<file path="src/rtl/mul_issue_ctrl.sv">
// Requester-side controller for an M-extension multiplier: accepts MUL/MULH/MULHSU/MULHU ops,
// drives the start/busy/valid multiplier interface and returns the selected word on a response port.
module mul_issue_ctrl #(
    parameter int XLEN     = 32,
    parameter int TIMEOUT  = 64,
    parameter int REUSE_EN = 1
) (
    input  logic              clk,
    input  logic              rst,
    input  logic              req_valid,
    output logic              req_ready,
    input  logic [1:0]        req_funct3,
    input  logic [XLEN-1:0]   req_rs1,
    input  logic [XLEN-1:0]   req_rs2,
    input  logic [4:0]        req_rd,
    input  logic              flush,
    output logic              rsp_valid,
    input  logic              rsp_ready,
    output logic [XLEN-1:0]   rsp_data,
    output logic [4:0]        rsp_rd,
    output logic              rsp_err,
    output logic [XLEN-1:0]   mul_rs1,
    output logic [XLEN-1:0]   mul_rs2,
    output logic              mul_rs1_signed,
    output logic              mul_rs2_signed,
    output logic              mul_start,
    input  logic              mul_busy,
    input  logic              mul_valid,
    input  logic [2*XLEN-1:0] mul_result,
    output logic [2:0]        dbg_state
);
    // Handshakes: a request transfers on a rising edge with req_valid & req_ready, a response
    // transfers on a rising edge with rsp_valid & rsp_ready; valid never drops before its transfer
    // except when flush kills the op.
    typedef enum logic [2:0] {S_IDLE, S_ISSUE, S_WAIT, S_RESP, S_DRAIN} state_t;
    localparam int CW = $clog2(TIMEOUT);

    state_t              state_q, state_d;
    logic [CW-1:0]       cnt_q, cnt_d;
    logic                from_to_q, from_to_d;
    logic                is_mul_q, is_mul_d;
    logic                rsp_valid_q, rsp_valid_d;
    logic [XLEN-1:0]     rsp_data_q, rsp_data_d;
    logic [4:0]          rsp_rd_q, rsp_rd_d;
    logic                rsp_err_q, rsp_err_d;
    logic [XLEN-1:0]     mul_rs1_q, mul_rs1_d, mul_rs2_q, mul_rs2_d;
    logic                mul_s1_q, mul_s1_d, mul_s2_q, mul_s2_d;
    logic                c_vld_q, c_vld_d;
    logic [XLEN-1:0]     c_rs1_q, c_rs1_d, c_rs2_q, c_rs2_d;
    logic                c_s1_q, c_s1_d, c_s2_q, c_s2_d;
    logic [2*XLEN-1:0]   c_prod_q, c_prod_d;

    logic accept, req_s1, req_s2, req_is_mul, hit;

    function automatic logic [XLEN-1:0] sel_word(input logic [2*XLEN-1:0] p, input logic lo);
        return lo ? p[XLEN-1:0] : p[2*XLEN-1:XLEN];
    endfunction

    assign req_ready  = (state_q == S_IDLE) & ~flush;
    assign accept     = req_valid & req_ready;
    assign req_s1     = (req_funct3 != 2'b11);
    assign req_s2     = ~req_funct3[1];
    assign req_is_mul = (req_funct3 == 2'b00);
    // The low product word is identical for signed and unsigned operands, so MUL ignores the flags.
    assign hit = (REUSE_EN != 0) & c_vld_q & (req_rs1 == c_rs1_q) & (req_rs2 == c_rs2_q)
               & (req_is_mul | ((req_s1 == c_s1_q) & (req_s2 == c_s2_q)));

    always_comb begin
        state_d     = state_q;
        cnt_d       = cnt_q;
        from_to_d   = from_to_q;
        is_mul_d    = is_mul_q;
        rsp_valid_d = rsp_valid_q;
        rsp_data_d  = rsp_data_q;
        rsp_rd_d    = rsp_rd_q;
        rsp_err_d   = rsp_err_q;
        mul_rs1_d   = mul_rs1_q;
        mul_rs2_d   = mul_rs2_q;
        mul_s1_d    = mul_s1_q;
        mul_s2_d    = mul_s2_q;
        c_vld_d     = c_vld_q;
        c_rs1_d     = c_rs1_q;
        c_rs2_d     = c_rs2_q;
        c_s1_d      = c_s1_q;
        c_s2_d      = c_s2_q;
        c_prod_d    = c_prod_q;
        mul_start   = 1'b0;
        case (state_q)
            S_IDLE: begin
                if (accept) begin
                    rsp_rd_d  = req_rd;
                    is_mul_d  = req_is_mul;
                    rsp_err_d = 1'b0;
                    if (hit) begin
                        rsp_data_d  = sel_word(c_prod_q, req_is_mul);
                        rsp_valid_d = 1'b1;
                        state_d     = S_RESP;
                    end else begin
                        mul_rs1_d = req_rs1;
                        mul_rs2_d = req_rs2;
                        mul_s1_d  = req_s1;
                        mul_s2_d  = req_s2;
                        state_d   = S_ISSUE;
                    end
                end
            end
            S_ISSUE: begin
                if (flush) begin
                    state_d = S_IDLE;
                end else if (!mul_busy) begin
                    mul_start = 1'b1;
                    cnt_d     = '0;
                    state_d   = S_WAIT;
                end
            end
            S_WAIT: begin
                // cnt_q == 0 marks the first WAIT cycle, where a leftover mul_valid is not trusted.
                if (flush) begin
                    from_to_d = 1'b0;
                    state_d   = S_DRAIN;
                end else if ((cnt_q != '0) && mul_valid) begin
                    rsp_data_d  = sel_word(mul_result, is_mul_q);
                    rsp_valid_d = 1'b1;
                    state_d     = S_RESP;
                    if (REUSE_EN != 0) begin
                        c_vld_d  = 1'b1;
                        c_rs1_d  = mul_rs1_q;
                        c_rs2_d  = mul_rs2_q;
                        c_s1_d   = mul_s1_q;
                        c_s2_d   = mul_s2_q;
                        c_prod_d = mul_result;
                    end
                end else if (cnt_q == CW'(TIMEOUT - 1)) begin
                    rsp_err_d  = 1'b1;
                    rsp_data_d = '0;
                    c_vld_d    = 1'b0;
                    from_to_d  = 1'b1;
                    state_d    = S_DRAIN;
                end else begin
                    cnt_d = cnt_q + CW'(1);
                end
            end
            S_RESP: begin
                if (flush || rsp_ready) begin
                    rsp_valid_d = 1'b0;
                    state_d     = S_IDLE;
                end
            end
            S_DRAIN: begin
                if (flush) from_to_d = 1'b0;
                if (mul_valid || !mul_busy) begin
                    if (from_to_q && !flush) begin
                        rsp_valid_d = 1'b1;
                        state_d     = S_RESP;
                    end else begin
                        state_d = S_IDLE;
                    end
                end
            end
            default: state_d = S_IDLE;
        endcase
    end

    always_ff @(posedge clk or negedge rst) begin
        if (!rst) begin
            state_q     <= S_IDLE;
            cnt_q       <= '0;
            from_to_q   <= 1'b0;
            is_mul_q    <= 1'b0;
            rsp_valid_q <= 1'b0;
            rsp_data_q  <= '0;
            rsp_rd_q    <= '0;
            rsp_err_q   <= 1'b0;
            mul_rs1_q   <= '0;
            mul_rs2_q   <= '0;
            mul_s1_q    <= 1'b0;
            mul_s2_q    <= 1'b0;
            c_vld_q     <= 1'b0;
            c_rs1_q     <= '0;
            c_rs2_q     <= '0;
            c_s1_q      <= 1'b0;
            c_s2_q      <= 1'b0;
            c_prod_q    <= '0;
        end else begin
            state_q     <= state_d;
            cnt_q       <= cnt_d;
            from_to_q   <= from_to_d;
            is_mul_q    <= is_mul_d;
            rsp_valid_q <= rsp_valid_d;
            rsp_data_q  <= rsp_data_d;
            rsp_rd_q    <= rsp_rd_d;
            rsp_err_q   <= rsp_err_d;
            mul_rs1_q   <= mul_rs1_d;
            mul_rs2_q   <= mul_rs2_d;
            mul_s1_q    <= mul_s1_d;
            mul_s2_q    <= mul_s2_d;
            c_vld_q     <= c_vld_d;
            c_rs1_q     <= c_rs1_d;
            c_rs2_q     <= c_rs2_d;
            c_s1_q      <= c_s1_d;
            c_s2_q      <= c_s2_d;
            c_prod_q    <= c_prod_d;
        end
    end

    assign rsp_valid      = rsp_valid_q;
    assign rsp_data       = rsp_data_q;
    assign rsp_rd         = rsp_rd_q;
    assign rsp_err        = rsp_err_q;
    assign mul_rs1        = mul_rs1_q;
    assign mul_rs2        = mul_rs2_q;
    assign mul_rs1_signed = mul_s1_q;
    assign mul_rs2_signed = mul_s2_q;
    assign dbg_state      = state_q;

endmodule
</file>
<file path="config.mk">
export PLATFORM = sky130hd
export DESIGN_NAME = mul_issue_ctrl
export DESIGN_NICKNAME = d
export VERILOG_FILES = /design/src/rtl/mul_issue_ctrl.sv
export SDC_FILE = /design/constraint.sdc
export NUM_CORES = 1
export LEC_CHECK = 0
export ABC_AREA = 1
export CORE_MARGIN = 2
export CORE_UTILIZATION = 51
export CTS_CLUSTER_DIAMETER = 60
export DETAILED_ROUTE_END_ITERATION = 10
export GPL_TIMING_DRIVEN = 0
export PLACE_DENSITY = 0.83
export SYNTH_ARGS = -nofsm -noshare
export SYNTH_HDL_FRONTEND = slang
export SYNTH_SLANG_ARGS = --single-unit
</file>
<file path="constraint.sdc">
create_clock -name clk -period 2.54 [get_ports clk]
set_input_delay 0.508 -clock clk [delete_from_list [all_inputs] [get_ports clk]]
set_output_delay 0.508 -clock clk [all_outputs]
set_load 0.02 [all_outputs]
</file>
Yosys cells after proc, flatten, opt, wreduce, memory -nomap -nowiden
Cells that the tools add are included.
W data, S select, Z words.
{"block": "totals", "ff_bits": 247, "input_bits": 142}
{"block": "classes", "addsub": 1, "n_eq_ne": 28, "n_mux": 46, "bitwise_logic": 10, "n_reduce_logical": 24}
{"op": "$mux W32", "count": 7}
{"op": "$eq A32 B32 Y1", "count": 2}
{"op": "$pmux W32 S2", "count": 1}
{"op": "$mux W6", "count": 5}
{"op": "$ne A2 B2 Y1 const B", "count": 14}
{"op": "$mux W3", "count": 8}
{"op": "$mux W1", "count": 18}
{"op": "$pmux W3 S5", "count": 1}
{"op": "$reduce_and A5 Y1", "count": 3}
{"op": "$ne A3 B3 Y1 const B", "count": 4}
{"op": "$pmux W6 S2", "count": 1}
{"op": "$reduce_and A3 Y1", "count": 3}
{"op": "$reduce_and A8 Y1", "count": 1}
{"op": "$reduce_bool A2 Y1", "count": 4}
{"op": "$add A6 B1 Y6 const B", "count": 1}
{"op": "$and A1 B1 Y1", "count": 6}
{"op": "$eq A3 B2 Y1 const B", "count": 2}
{"op": "$eq A6 B6 Y1 const B", "count": 1}
{"op": "$reduce_and A6 Y1", "count": 1}
{"op": "$reduce_bool A6 Y1", "count": 1}
{"op": "$mux W2", "count": 2}
{"op": "$ne A4 B4 Y1 const B", "count": 1}
{"op": "$pmux W1 S2", "count": 2}
{"op": "$pmux W1 S4", "count": 1}
{"op": "other kinds (13)", "count": 19}

Longest topological paths before layout
Gate-level depths: netlist (run 1).
{"block": "logic_depth", "ltp_word": 8, "depth_mapped": 14, "ltp_nobuf": 13}

Worst setup path before layout (run 1)
Ideal clock, no wire load.
{"block": "synth_timing", "path_kind": "reg-to-reg", "from": "register state_q[0], in the netlist dbg_state[0]", "to": "register rsp_data_q[0], in the netlist rsp_data[0]", "setup_ps": 117, "arrival_time_ps": 1710, "t_required_ps": 2423, "path_slack_ps": 713, "path_stages_with_launch": 10, "n_path_buf": 1, "cell_sequence": "dfrtp_1 > nor2_1 > nand2_1 > nor3b_4 > nor2_1 > a21oi_4 > nand2_2 > buf_6 > nand2_1 > nand2_1"}
{"block": "synth_via", "elab_chain_len": 5}
{"element": "start, declared", "line": "38", "rtl": "state_t state_q, state_d;"}
{"element": "start signal, assigned", "line": "185", "rtl": "state_q <= state_d;"}
{"element": "$logic_not A3 Y1", "line": "59, 88"}
{"element": "$and A1 B1 Y1", "line": "59", "rtl": "assign req_ready = (state_q == S_IDLE) & ~flush;"}
{"element": "$and A1 B1 Y1", "line": "60", "rtl": "assign accept = req_valid & req_ready;"}
{"element": "$ne A2 B2 Y1 (no line)"}
{"element": "$reduce_and A5 Y1 (no line)"}
{"element": "end signal, assigned", "line": "190", "rtl": "rsp_data_q <= rsp_data_d;"}
{"element": "end, declared", "line": "43", "rtl": "logic [XLEN-1:0] rsp_data_q, rsp_data_d;"}
Parallel ways exist; a longest one is shown, timed or not.
A chain may end at the register's enable or synchronous reset.

Final worst setup path (run 1)
{"block": "layout_timing", "from": "register state_q[1], in the netlist dbg_state[1]", "to": "output port mul_start"}
{"block": "layout_via", "elab_chain_len": 2}
{"element": "$eq A3 B1 Y1", "line": "88", "rtl": "case (state_q)"}
{"element": "$mux W1", "line": "88"}
{"element": "end, declared", "line": "26", "rtl": "output logic mul_start,"}
Every way passes these cells.

==> summary.md, run 1 <==
| Metric | Value |
|---|---|
| Status | `finished, final reports clean` |
| Total grt overflow | `0` |
| Worst min-delay path startpoint | `rsp_data[22]` |
| DRT Pass-1 Iters | `5` |
| Final setup violation count | `0` |
| Worst Path Max Fanout | `6` |
| TritonCTS Buffers | `27` |
| Share of cells above drive strength 1 | `0.0628` |
| P_leak | `7.87 nW` |
| Synth Area in Simple Gates | `0.258` |
| Root buf cell | `clkbuf_16` |
| Clock Latency Late Sink | `roughly 0.54 ns` |
| Largest net degree at the start of global routing | `a little under 100` |
| RSZ-0062 raised after global routing | `no` |
| Core area | `approximately 23000 um2` |
| CP startpoint | `dbg_state[1]` |
| Post-synthesis mux area share | `0.00481` |
| Worst r2r src | `dbg_state[0]` |
| Mean Syn Cell Area | `7.74 um2` |
| P&R area growth vs syn | `33.6%` |
| First-pass GRT wire length | `between 50000 and 60000 um` |
| Hold Crit Class | `register to register` |
| Clk buf depth | `3` |
| Post-route ant nets | `0` |
| Worst vdd ir | `between 0.6 and 0.7 mV` |
| Worst slew pin tran | `a little over 0.7 ns` |
| Crit end category | `output pin` |
| Mean routed wirelength per cell | `roughly 18 um` |
| GPL Wtd Cong | `between 0.8 and 0.9` |
| Final slew viol count | `0` |
| Setup Skew | `about 0.024 ns` |
| Antenna violations before repair | `2` |
| I/O Buffers | `250` |
| Worst Path Buf+Inv | `2` |
| H-tree levels | `1` |
| Global-route usage over all layers | `0.308` |
| CP max stage cell | `dfrtp_1` |
| Synth warn | `0` |
| Fin Setup TNS | `0 ns` |
| DRT iter0 DRCs | `~910` |
| Die height | `between 150 and 200 um` |
| WS Path Type | `register to output pin` |
| Peak Freq | `~0.4 GHz` |
| CTS tree | `yes` |
| Post-synth EDFFs | `0` |
| Synth Area in Compound Gates | `0.117` |
| Ys flop type | `dfrtp_1` |
| Netlist cell types | `32` |
| Critical path's top delay family | `simple AND/OR/NAND/NOR gates` |
| CP cell instances | `inv_1 > nand2_1 > nor2_2 > nand2_1 > nor2_2 > clkdlybuf4s15_2` |
| Synthesized area | `around 12000 um2` |
| Startpoint Class | `register` |
| DP Wirelength | `between 20000 and 30000 um` |
| DRC violations left | `0` |
| Row Count | `55` |
| Synth area leader | `dfrtp_1` |
| Die area | `roughly 24000 um2` |
| Post-Syn Nets | `around 1700` |
| CP peak stage delay | `~0.43 ns` |
| Cell count after synthesis | `about 1500` |
| Final instance area | `about 16000 um2` |
| Post-synth ARST share | `1.00` |
| Share of synthesized cell area in full adder, half adder and majority cells | `0.00214` |
| Dpl cell area | `around 15000 um2` |
| Seq/Total Area, Yosys | `0.528` |
| Fin. Hold Viols | `0` |
| Initial core utilization | `0.518` |
| Post-Synth XOR/XNOR Area | `0.00973` |
| Worst EP required | `just over 2 ns` |
| Part of the cycle the worst path needs | `0.957` |
| Max_cap viols | `0` |
| Fin crit period | `~2.4 ns` |
| Vias | `approximately 12000` |
| Slew HR | `0.523` |
| Routed vias/inst | `roughly 5.5` |
| Total Nets Final | `around 1900` |
| PD cells | `1180 nW/um2` |
| Clock tree sinks | `247` |
| FF+latch count, synth | `approximately 250` |
| Largest cells by area after synthesis | `dfrtp_1, nand2_1, o21ai_0` |
| Reg clk slew, reported paths | `about 0.06 ns` |
| Total Wirelength | `37300 um` |
| Main combinational cell family by area after synthesis | `simple AND/OR/NAND/NOR gates` |
| Crit path DAT | `about 1.9 ns` |
| Vias in the first global route | `11600` |
| Synth top area share | `0.528` |
| I/O pins | `roughly 250` |
| Die X | `155 um` |
stage by stage:
step / worst slack, ns / instances / total power (W) / hold WS [ns] / util
final: 0.110 / 2102 / 0.0185 / 0.470 / 0.692
after global routing: 0.0133 / 2101 / 0.0196 / 0.488 / 0.692
after CTS: 0.0273 / 2098 / 0.0184 / 0.473 / 0.690
after detailed placement: -0.563 / 2048 / 0.0142 / 0.454 / 0.648
after global placement: -9.55 / 2046 / 0.0139 / 0.450 / 0.645
after floorplan: 0.713 / 1511 / 0.0109 / 0.212 / -
per-layer routing:
layer  routed length [um]  vias up  track usage
met3                 3400      102       0.0582
met1                14800     5495        0.409
met4                 1310        0        0.119
met2                17800      601        0.505
met5                    0        -            0
li1                     -     5321            -
power by group:
group          switching, W  internal, W  total (W)  leakage [nW]
registers           0.00132      0.00575    0.00706          3.09
clock network       0.00167      0.00246    0.00413         0.467
logic               0.00421      0.00307    0.00729          4.31
cell usage after synthesis (2+ instances only):
master      n
o21ai_1    51
nand4_1     7
nand2_2     3
clkbuf_1   33
dfrtp_1   247
inv_1     146
buf_1       2
inv_2       6
o21ai_0   159
nor3b_1     2
buf_4       2
xor2_1      2
ha_1        2
a21oi_1     5
nor2_1     89
xnor2_1    11
mux2_2      5
buf_2      30
nand3_1    54
nand2_1   603
buf_6       6
nor3_1      3
o211ai_1   32
o31ai_1     3
cells by family (layout without fill, tap and decap cells):
family | count (synthesis) | after routing
fa+ha+maj | 2 | 2
other cells | 0 | 1
compound gates | 253 | 253
xor+xnor | 13 | 13
flops | 247 | 247
buf+inv | 225 | 530
mux | 5 | 5
simple gates | 766 | 766
cell type report:
type                    instances  area (um2)
plain buffers                  73         367
clock buffers                  37         783
repair buffers                256        2600
inverters                     152         571
multi-input cells            1039        4620
diodes                          1        2.50
fillers                      1731        6950
clock inverters                12         145
well taps                     285         357
flip-flops and latches        247        6180
registers in the layout (all words and copies together) (netlist names), 3 cells and up:
register and flops:
rsp_data 32, mul_rs2 32, c_rs1_q 32, dbg_state 3, cnt_q 6, rsp_rd 5
mul_rs1 32, c_rs2_q 32, c_prod_q 64
what timing repair did:
action	4_1_cts	5_1_grt
hold buffers	1	0
hold endpoints to repair	65	0
buffers inserted	0	3
resized for setup	5	8
pin swaps	0	1
setup endpoints to repair	8	99
worst paths after layout:
kind                           endpoint  slack, ns  cells after the start
max                           mul_start       0.11                      6
min                        rsp_data[22]       0.47                      2
max reg2reg                rsp_data[26]       0.17                      9
min reg2reg                rsp_data[22]       0.47                      2
max in group asynchronous     rsp_rd[0]       1.17                      3
min in group asynchronous   rsp_data[0]       0.53                      2
worst min-delay path, stage by stage (launching register included):
cell	delay, ns
dfrtp_1	0.34
nand2_1	0.05
nand2_1	0.04
layout by cell type (no fill, tap or decap), types with 3 or more instances in the layout:
master / instances
a21oi_1: 5
buf_2: 29
buf_4: 5
buf_6: 6
bufinv_16: 3
clkbuf_1: 36
clkbuf_16: 27
clkbuf_8: 7
clkdlybuf4s50_1: 247
clkinv_2: 7
dfrtp_1: 247
inv_1: 146
inv_2: 6
mux2_2: 5
nand2_1: 603
nand3_1: 54
nand4_1: 7
nor2_1: 85
nor2_2: 4
nor3_1: 3
o211ai_1: 32
o21ai_0: 159
o21ai_1: 51
o31ai_1: 3
xnor2_1: 11
Note: power is estimated with default switching activity, not from simulation.
==> run 2: changes to the inputs <==
--- a/config.mk
+++ b/config.mk
@@ -6,12 +6,13 @@
 export NUM_CORES = 1
 export LEC_CHECK = 0
 export ABC_AREA = 1
+export ABC_CLOCK_PERIOD_IN_PS = 2540
 export CORE_MARGIN = 2
-export CORE_UTILIZATION = 51
+export CORE_UTILIZATION = 45
 export CTS_CLUSTER_DIAMETER = 60
 export DETAILED_ROUTE_END_ITERATION = 10
 export GPL_TIMING_DRIVEN = 0
-export PLACE_DENSITY = 0.83
+export PLACE_DENSITY = 0.75
 export SYNTH_ARGS = -nofsm -noshare
 export SYNTH_HDL_FRONTEND = slang
 export SYNTH_SLANG_ARGS = --single-unit
==> run 2 against run 1 <==
Compared with the run above: global-route usage shrank 3.4 points; worst setup slack gained 0.027 ns; sequential share of layout area grew 0.14 points; clock power shrank 9.4%; routed wire length grew 0.37%; hold slack lost 0.057 ns; fmax grew 1.1%; critical path type unchanged.
==> summary.md, run 2 (same netlist as run 1, synthesis figures left out) <==
| Metric | Value |
|---|---|
| TritonCTS Buffers | `27 (unchanged)` |
| Final slew viol count | `0 (unchanged)` |
| Status | `finished, final reports clean` |
| DRT Pass-1 Iters | `5 (unchanged)` |
| Startpoint Class | `register` |
| Share of cells above drive strength 1 | `0.0601 (-0.00272)` |
| Worst Path Max Fanout | `6 (unchanged)` |
| I/O pins | `252 (unchanged)` |
| Core area | `25800 um2 (+14%)` |
| Routed vias/inst | `5.29 (-3.4%)` |
| Multi-input gate area | `4600 um2 (-0.41%)` |
| Clock tree sinks | `247 (unchanged)` |
| First-pass GRT wire length | `58400 um (-1.1%)` |
| DRC violations left | `0 (unchanged)` |
| Hold Crit Class | `primary input to asynchronous set/reset pin` |
| Vias | `11400 (-1.1%)` |
| Psw | `0.00710 W (-1.3%)` |
| Commonest non-fill, non-tap cell in the layout | `nand2_1` |
| Worst slew pin tran | `0.730 ns (+0.0137 ns)` |
| DRT iter0 DRCs | `911 (+0.55%)` |
| Global-route usage over all layers | `0.274 (-0.0341)` |
| Die area | `27300 um2 (+13%)` |
| RSZ-0062 raised after global routing | `no` |
| Max reg flops | `64 (unchanged)` |
| Vias in the first global route | `11400 (-1.7%)` |
| Crit end category | `output pin` |
| H-tree levels | `1 (unchanged)` |
| Clk buf depth | `3 (unchanged)` |
| Number of fill cells | `2240 (+29%)` |
| Comb pwr share | `0.401 (+0.007)` |
| Storage element area | `6180 um2 (unchanged)` |
| Reg clk slew, reported paths | `0.06 ns (about the same)` |
| GPL Wtd Cong | `0.886 (-1.2%)` |
| Clock group share of total power | `0.207 (-0.016)` |
| Top reg by flops | `c_prod_q` |
| P&R area growth vs syn | `33.1%` |
| Part of the cycle the worst path needs | `0.946 (-0.0108)` |
| Worst EP required | `2.03 ns (about the same)` |
| Fin crit period | `2.40 ns (-0.0275 ns)` |
| I/O Buffers | `250 (unchanged)` |
| CTS tree | `yes` |
| Slew HR | `0.514 (-0.00912)` |
| CP max stage cell | `dfrtp_1` |
| DP Wirelength | `26900 um (+0.88%)` |
| Final setup violation count | `0 (unchanged)` |
| P_leak | `7.81 nW (-0.78%)` |
| Row Count | `59 (+7.3%)` |
| Total Wirelength | `37400 um (+0.37%)` |
| WS Path Type | `register to output pin` |
| Setup Skew | `0.0125 ns (-0.0117 ns)` |
| Crit path DAT | `1.89 ns (-0.03 ns)` |
| Max_cap viols | `0 (unchanged)` |
| Final hold slack | `0.413 ns (-0.0567 ns)` |
| Total grt overflow | `0 (unchanged)` |
| Root buf cell | `clkbuf_16` |
| Most frequent cells in the layout | `nand2_1, dfrtp_1, clkdlybuf4s50_1` |
| Die height | `165 um (+6.3%)` |
| Switching part of the total power | `0.394 (+0.00453)` |
| Initial core utilization | `0.454 (-0.0642)` |
| Mean routed wirelength per cell | `17.4 um (-2.0%)` |
| Largest net degree at the start of global routing | `124 (+25%)` |
| Internal Power | `0.0109 W (-3.1%)` |
| CP peak stage delay | `0.45 ns (+0.02 ns)` |
| Peak Freq | `0.416 GHz (+1.1%)` |
| Fin cells | `2153 (+2.4%)` |
| Fin. Hold Viols | `0 (unchanged)` |
| PD cells | `1160 nW/um2 (-2.1%)` |
| Critical path's top delay family | `simple AND/OR/NAND/NOR gates` |
| Worst Path Buf+Inv | `2 (unchanged)` |
| Post-place setup slack | `-0.481 ns (+0.0822 ns)` |
| Worst vdd ir | `0.678 mV (+4.2%)` |
| Clock Latency Late Sink | `0.53 ns (about the same)` |
| Total Nets Final | `1940 (unchanged)` |
| Die X | `165 um (+6.3%)` |
| CP cell instances | `inv_1 > nand2_1 > nor2_1 > nand2_1 > nor2_1 > clkbuf_2` |
| Placed cell count | `2098 (+2.4%)` |
| Post-route ant nets | `0 (unchanged)` |
| Sequential power share | `0.391 (+0.009)` |
| Final worst slack | `0.138 ns (+0.0275 ns)` |
| Antenna violations before repair | `3 (+1)` |
run 2: changes by cell type in the layout (fill, tap and decap cells not counted), sizes merged:
| cell | change |
|---|---|
| clkbuf | +2 |
| bufinv | -3 |
| diode | +2 |
| dlymetal6s2s | -1 |
| clkinvlp | +1 |
| dlygate4sd2 | +1 |
| clkdlybuf4s15 | -1 |
run 2: stage by stage:
step / area (um2) / setup TNS [ns] / utilization / total power [W]
CTS: 15500 / 0 / 0.602 / 0.0180
global route: 15600 / 0 / 0.604 / 0.0192
finish: 15600 / 0 / 0.604 / 0.0180
detailed placement: 14700 / -41.66 / 0.570 / 0.0143
global placement: 14600 / -2448.82 / 0.567 / 0.0140
floorplan: 11700 / 0 / - / 0.0109
run 2: layout make-up:
type / count / area share
antenna: 3 / 0.000482
buffer: 73 / 0.0236
clock buffer: 38 / 0.0499
clock inverter: 10 / 0.00362
inverter: 152 / 0.0367
multi-input combinational: 1039 / 0.295
sequential: 247 / 0.397
tap: 335 / 0.0269
timing repair buffer: 256 / 0.166
run 2: worst paths after layout:
| kind | to | startpoint | depth (start not counted) | slack [ns] |
|---|---|---|---|---|
| max in group asynchronous | c_vld_q | rst | 4 | 0.74 |
| min in group clk | rsp_valid | rsp_valid | 2 | 0.47 |
| worst max register to register | c_rs1_q[17] | cnt_q[0] | 10 | 0.20 |
| worst max-delay path | mul_start | dbg_state[1] | 6 | 0.14 |
| worst min-delay path | rsp_data[10] | rst | 2 | 0.41 |
| worst min register to register | rsp_valid | rsp_valid | 2 | 0.47 |
run 2: worst register-to-register path, stage by stage (launching register included):
cell and delay (ns):
dfrtp_1 0.43, inv_1 0.08, ha_1 0.15, nand4_1 0.09, nand2_1 0.23, nor3_4 0.10
inv_2 0.07, buf_2 0.27, clkbuf_1 0.60, nand2_1 0.16, nand2_1 0.10
run 2: power by group through the flow:
| stage | clock (W) | sequential [W] | combinational, W |
|---|---|---|---|
| 6_report | 0.00374 | 0.00706 | 0.00724 |
| 5_1_grt | 0.00393 | 0.00725 | 0.00800 |
| 4_1_cts | 0.00378 | 0.00702 | 0.00724 |
| 3_5_place_dp | 0 | 0.00704 | 0.00721 |
| 3_3_place_gp | 0 | 0.00699 | 0.00702 |
| 2_1_floorplan | 0 | 0.00772 | 0.00316 |
run 2: repair_timing:
action / CTS / global route
resized for setup: 3 / 6
endpoints found under the hold margin: 24 / 0
pin swaps: 0 / 2
gates cloned: 0 / 0
hold buffers: 1 / 0
setup buffers: 0 / 3
endpoints found under the setup margin: 2 / 115
run 2: layer usage:
metal | GRT usage | routed length [um] | up-vias
met1 | 0.354 | 15000 | 5465
met2 | 0.458 | 17800 | 523
met5 | 0 | 0 | -
li1 | - | - | 5316
met4 | 0.105 | 1340 | 0
met3 | 0.0524 | 3310 | 93
==> run 3: changes to the inputs <==
--- a/config.mk
+++ b/config.mk
@@ -5,7 +5,6 @@
 export SDC_FILE = /design/constraint.sdc
 export NUM_CORES = 1
 export LEC_CHECK = 0
-export ABC_AREA = 1
 export ABC_CLOCK_PERIOD_IN_PS = 2540
 export CORE_MARGIN = 2
 export CORE_UTILIZATION = 45
==> run 3 against run 2 <==
Compared with the run above: the flow now finishes with violations (negative setup slack); routed wire length decreased by 17%; sequential share of layout area decreased by 1.6 points; global-route usage decreased by 4.3 points; via count decreased by 29%; sequential cell count unchanged; non-clock buffer count decreased by 6; utilization increased by 3.7 points; highest routed layer unchanged.
==> summary.md, run 3 <==
| Metric | Value |
|---|---|
| Most frequent cells in the layout | `dfrtp_1, clkdlybuf4s50_1, mux2_2` |
| Met3 usage | `0.0650 (+0.0126)` |
| Reg clk slew, reported paths | `0.06 ns (about the same)` |
| Sequential power share | `0.363 (-0.028)` |
| Largest cells by area after synthesis | `dfrtp_1, mux2_2, mux2i_1` |
| Post-place setup slack | `-0.886 ns (-0.405 ns)` |
| P_leak | `7.29 nW (-6.6%)` |
| Synth top area share | `0.530 (+0.00204)` |
| Clock group share of total power | `0.215 (+0.008)` |
| DRT Pass-1 Iters | `4 (-1)` |
| Top reg by flops | `c_prod_q` |
| Worst r2r src | `c_rs2_q[4]` |
| DRT iter0 DRCs | `501 (-45%)` |
| Post-synth ARST share | `1.00 (unchanged)` |
| PD cells | `1170 nW/um2 (+1.1%)` |
| Hold Crit Class | `primary input to register` |
| Vias in the first global route | `8468 (-26%)` |
| Met2 usage | `0.382 (-0.0762)` |
| Number of fill cells | `1937 (-14%)` |
| Mean routed wirelength per cell | `20.5 um (+18%)` |
| I/O pins | `252 (unchanged)` |
| Diode count | `0 (-3)` |
| CP startpoint | `req_rs2[4]` |
| Worst vdd ir | `0.894 mV (+32%)` |
| WS Path Type | `primary input to register` |
| Die height | `165 um (-0.19%)` |
| Switching part of the total power | `0.337 (-0.0566)` |
| Die X | `165 um (-0.19%)` |
| TritonCTS Buffers | `29 (+7.4%)` |
| Worst slew pin tran | `0.831 ns (+0.102 ns)` |
| Seq/Total Area, Yosys | `0.530 (+0.00204)` |
| Row Count | `58 (-1.7%)` |
| Fin crit period | `2.61 ns (+0.210 ns)` |
| Cell count after synthesis | `859 (-43%)` |
| Worst EP required | `2.96 ns (+0.93 ns)` |
| Synth warn | `0 (unchanged)` |
| Final worst slack | `-0.0723 ns (-0.210 ns)` |
| Post-route ant nets | `0 (unchanged)` |
| Peak Freq | `0.383 GHz (-8.0%)` |
| Failing checks | `negative setup slack` |
| Total Wirelength | `31200 um (-17%)` |
| Post-synth EDFFs | `0 (unchanged)` |
| FF+latch count, synth | `247 (unchanged)` |
| CTS tree | `yes` |
| Clock Latency Late Sink | `0.55 ns (+0.02 ns)` |
| Comb pwr share | `0.421 (+0.020)` |
| DP Wirelength | `21600 um (-20%)` |
| Synthesized area | `11700 um2 (-0.39%)` |
| Total Nets Final | `1310 (-32%)` |
| Worst min-delay path startpoint | `req_rs1[23]` |
| Crit path DAT | `3.03 ns (+1.14 ns)` |
| Synth area leader | `dfrtp_1` |
| Share of cells above drive strength 1 | `0.306 (+0.246)` |
| Synth top cells by count | `dfrtp_1, mux2_2, mux2i_1` |
| Psw | `0.00641 W (-9.7%)` |
| Max_cap viols | `0 (unchanged)` |
| CP peak stage delay | `0.45 ns (about the same)` |
| Multi-input gate area | `5240 um2 (+14%)` |
| Status | `finished, violations left` |
| Tot Pwr | `0.0190 W (+5.4%)` |
| Largest net degree at the start of global routing | `120 (-3.2%)` |
| Storage element area | `6180 um2 (about the same)` |
| First-pass GRT wire length | `48400 um (-17%)` |
| GR peak layer | `met2` |
| Initial core utilization | `0.460 (+0.00605)` |
| Max reg flops | `64 (unchanged)` |
| Crit end category | `register` |
| RSZ-0062 raised after global routing | `yes` |
| Clock tree sinks | `247 (unchanged)` |
| Final setup violation count | `34 (+34)` |
| I/O Buffers | `251 (+0.40%)` |
| Grt met1 use | `0.300 (-0.0535)` |
| Core area | `25300 um2 (-1.7%)` |
| Routed vias/inst | `5.31 (+0.36%)` |
| GPL Wtd Cong | `0.800 (-9.7%)` |
| Part of the cycle the worst path needs | `1.03 (+0.0827)` |
| Commonest non-fill, non-tap cell in the layout | `dfrtp_1` |
| Clk buf depth | `3 (unchanged)` |
| CP cell instances | `clkdlybuf4s50_1 > xor2_1 > a221oi_1 > nand4_1 > nor3_2 > nand4_4 > a21oi_4 > buf_12 > buf_12 > buf_16 > mux2_4` |
| Worst Path Max Fanout | `7 (+1)` |
| Most frequent CP cell | `buf_12` |
| CP max stage cell | `clkdlybuf4s50_1` |
| Internal Power | `0.0126 W (+15%)` |
| Vias | `8059 (-29%)` |
| Die area | `27200 um2 (-0.37%)` |
| Setup Skew | `0.0293 ns (+0.0169 ns)` |
| H-tree levels | `1 (unchanged)` |
| Final slew viol count | `0 (unchanged)` |
| Critical path's top delay family | `buffers and inverters` |
| Root buf cell | `clkbuf_16` |
| Fin. Hold Viols | `0 (unchanged)` |
| Worst Path Buf+Inv | `4 (+2)` |
| Mean Syn Cell Area | `13.6 um2 (+75%)` |
| Ys flop type | `dfrtp_1` |
| Slew HR | `0.446 (-0.0678)` |
| Netlist cell types | `50 (+56%)` |
| Startpoint Class | `primary input` |
| P&R area growth vs syn | `39.4%` |
| Total grt overflow | `0 (unchanged)` |
| Post-Syn Nets | `1003 (-39%)` |
| Count leader, synth | `dfrtp_1` |
| Antenna violations before repair | `0 (-3)` |
| DRC violations left | `0 (unchanged)` |
| Global-route usage over all layers | `0.231 (-0.0432)` |
-- run 3: cell types whose count changed after synthesis, sizes merged, moves of 17 or more --
cell and delta:
clkbuf -17, inv -127, mux2 +228, mux2i +66
nand2 -589, nand3 -48, nor2 -75, o211ai -32
o21ai -162, or3 +33, xor2 +20
-- run 3: cells by family (layout without fill, tap and decap cells) --
family,after synthesis,after routing,synth area share
AOI/OAI and AO/OA,82,82,0.0438
xor gates and xnor gates,49,49,0.0368
adders and majority gates,2,2,0.00215
buffers and inverters,72,400,0.0363
DFF,247,247,0.530
muxes,299,299,0.294
and+or+nand+nor,108,108,0.0561
-- run 3: worst paths after layout --
check                               end  slack, ns  cells after the start
max reg2reg                rsp_data[15]      -0.06                     10
max                        rsp_data[15]      -0.07                     11
min                         mul_rs1[23]       0.28                      2
max in group asynchronous  c_prod_q[25]       1.35                      3
min in group asynchronous  c_prod_q[52]       0.37                      2
min reg2reg                c_prod_q[53]       0.50                      1
-- run 3: final cells by class --
| type | count | share of cell area |
|---|---|---|
| Timing Repair Buffer | 278 | 0.181 |
| Inverter | 25 | 0.00578 |
| Clock inverter | 14 | 0.00917 |
| Tap cell | 330 | 0.0254 |
| Buffer | 45 | 0.0258 |
| Multi-Input combinational cell | 540 | 0.323 |
| Sequential cell | 247 | 0.381 |
| Clock buffer | 38 | 0.0492 |
-- run 3: timing repair --
action,in CTS,in global routing
hold endpoints to repair,9,0
endpoints found under the setup margin,168,208
buffers inserted,10,12
pin swaps,7,14
hold buffers,1,0
cloned,7,0
resized for setup,42,70
-- run 3: metrics by stage --
| step | cell area [um2] | TNS, ns | utilization | hold WS, ns | cells |
|---|---|---|---|---|---|
| floorplan | 11700 | 0 | - | 0.212 | 859 |
| global placement | 14600 | -2484.55 | 0.576 | 0.485 | 1440 |
| detailed placement | 14600 | -91.54 | 0.578 | 0.323 | 1442 |
| CTS | 16100 | -6.38 | 0.635 | 0.348 | 1512 |
| global route | 16200 | -10.16 | 0.641 | 0.282 | 1517 |
| finish | 16200 | -1.47 | 0.641 | 0.281 | 1517 |
-- run 3: power by group through the flow --
| stage | Sequential, W | Combinational, W | Clock (W) |
|---|---|---|---|
| CTS | 0.00689 | 0.00791 | 0.00419 |
| detailed placement | 0.00693 | 0.00749 | 0 |
| floorplan | 0.00766 | 0.00359 | 0 |
| global placement | 0.00686 | 0.00733 | 0 |
| global route | 0.00713 | 0.00857 | 0.00435 |
| finish | 0.00691 | 0.00801 | 0.00409 |
-- run 3: routing by layer --
metal / vias up / routed length, um
met5: - / 0
met4: 0 / 860
met3: 59 / 2610
met2: 267 / 14600
met1: 4032 / 13100
li1: 3701 / -
-- run 3: worst reg2reg max path, stage by stage (launching register included) --
cell and delay, ns:
dfrtp_1 0.39, xor2_1 0.18, a221oi_1 0.35, nand4_1 0.19, nor3_2 0.27, nand4_4 0.19, a21oi_4 0.21, buf_12 0.15
buf_12 0.11, buf_16 0.12, mux2_4 0.29
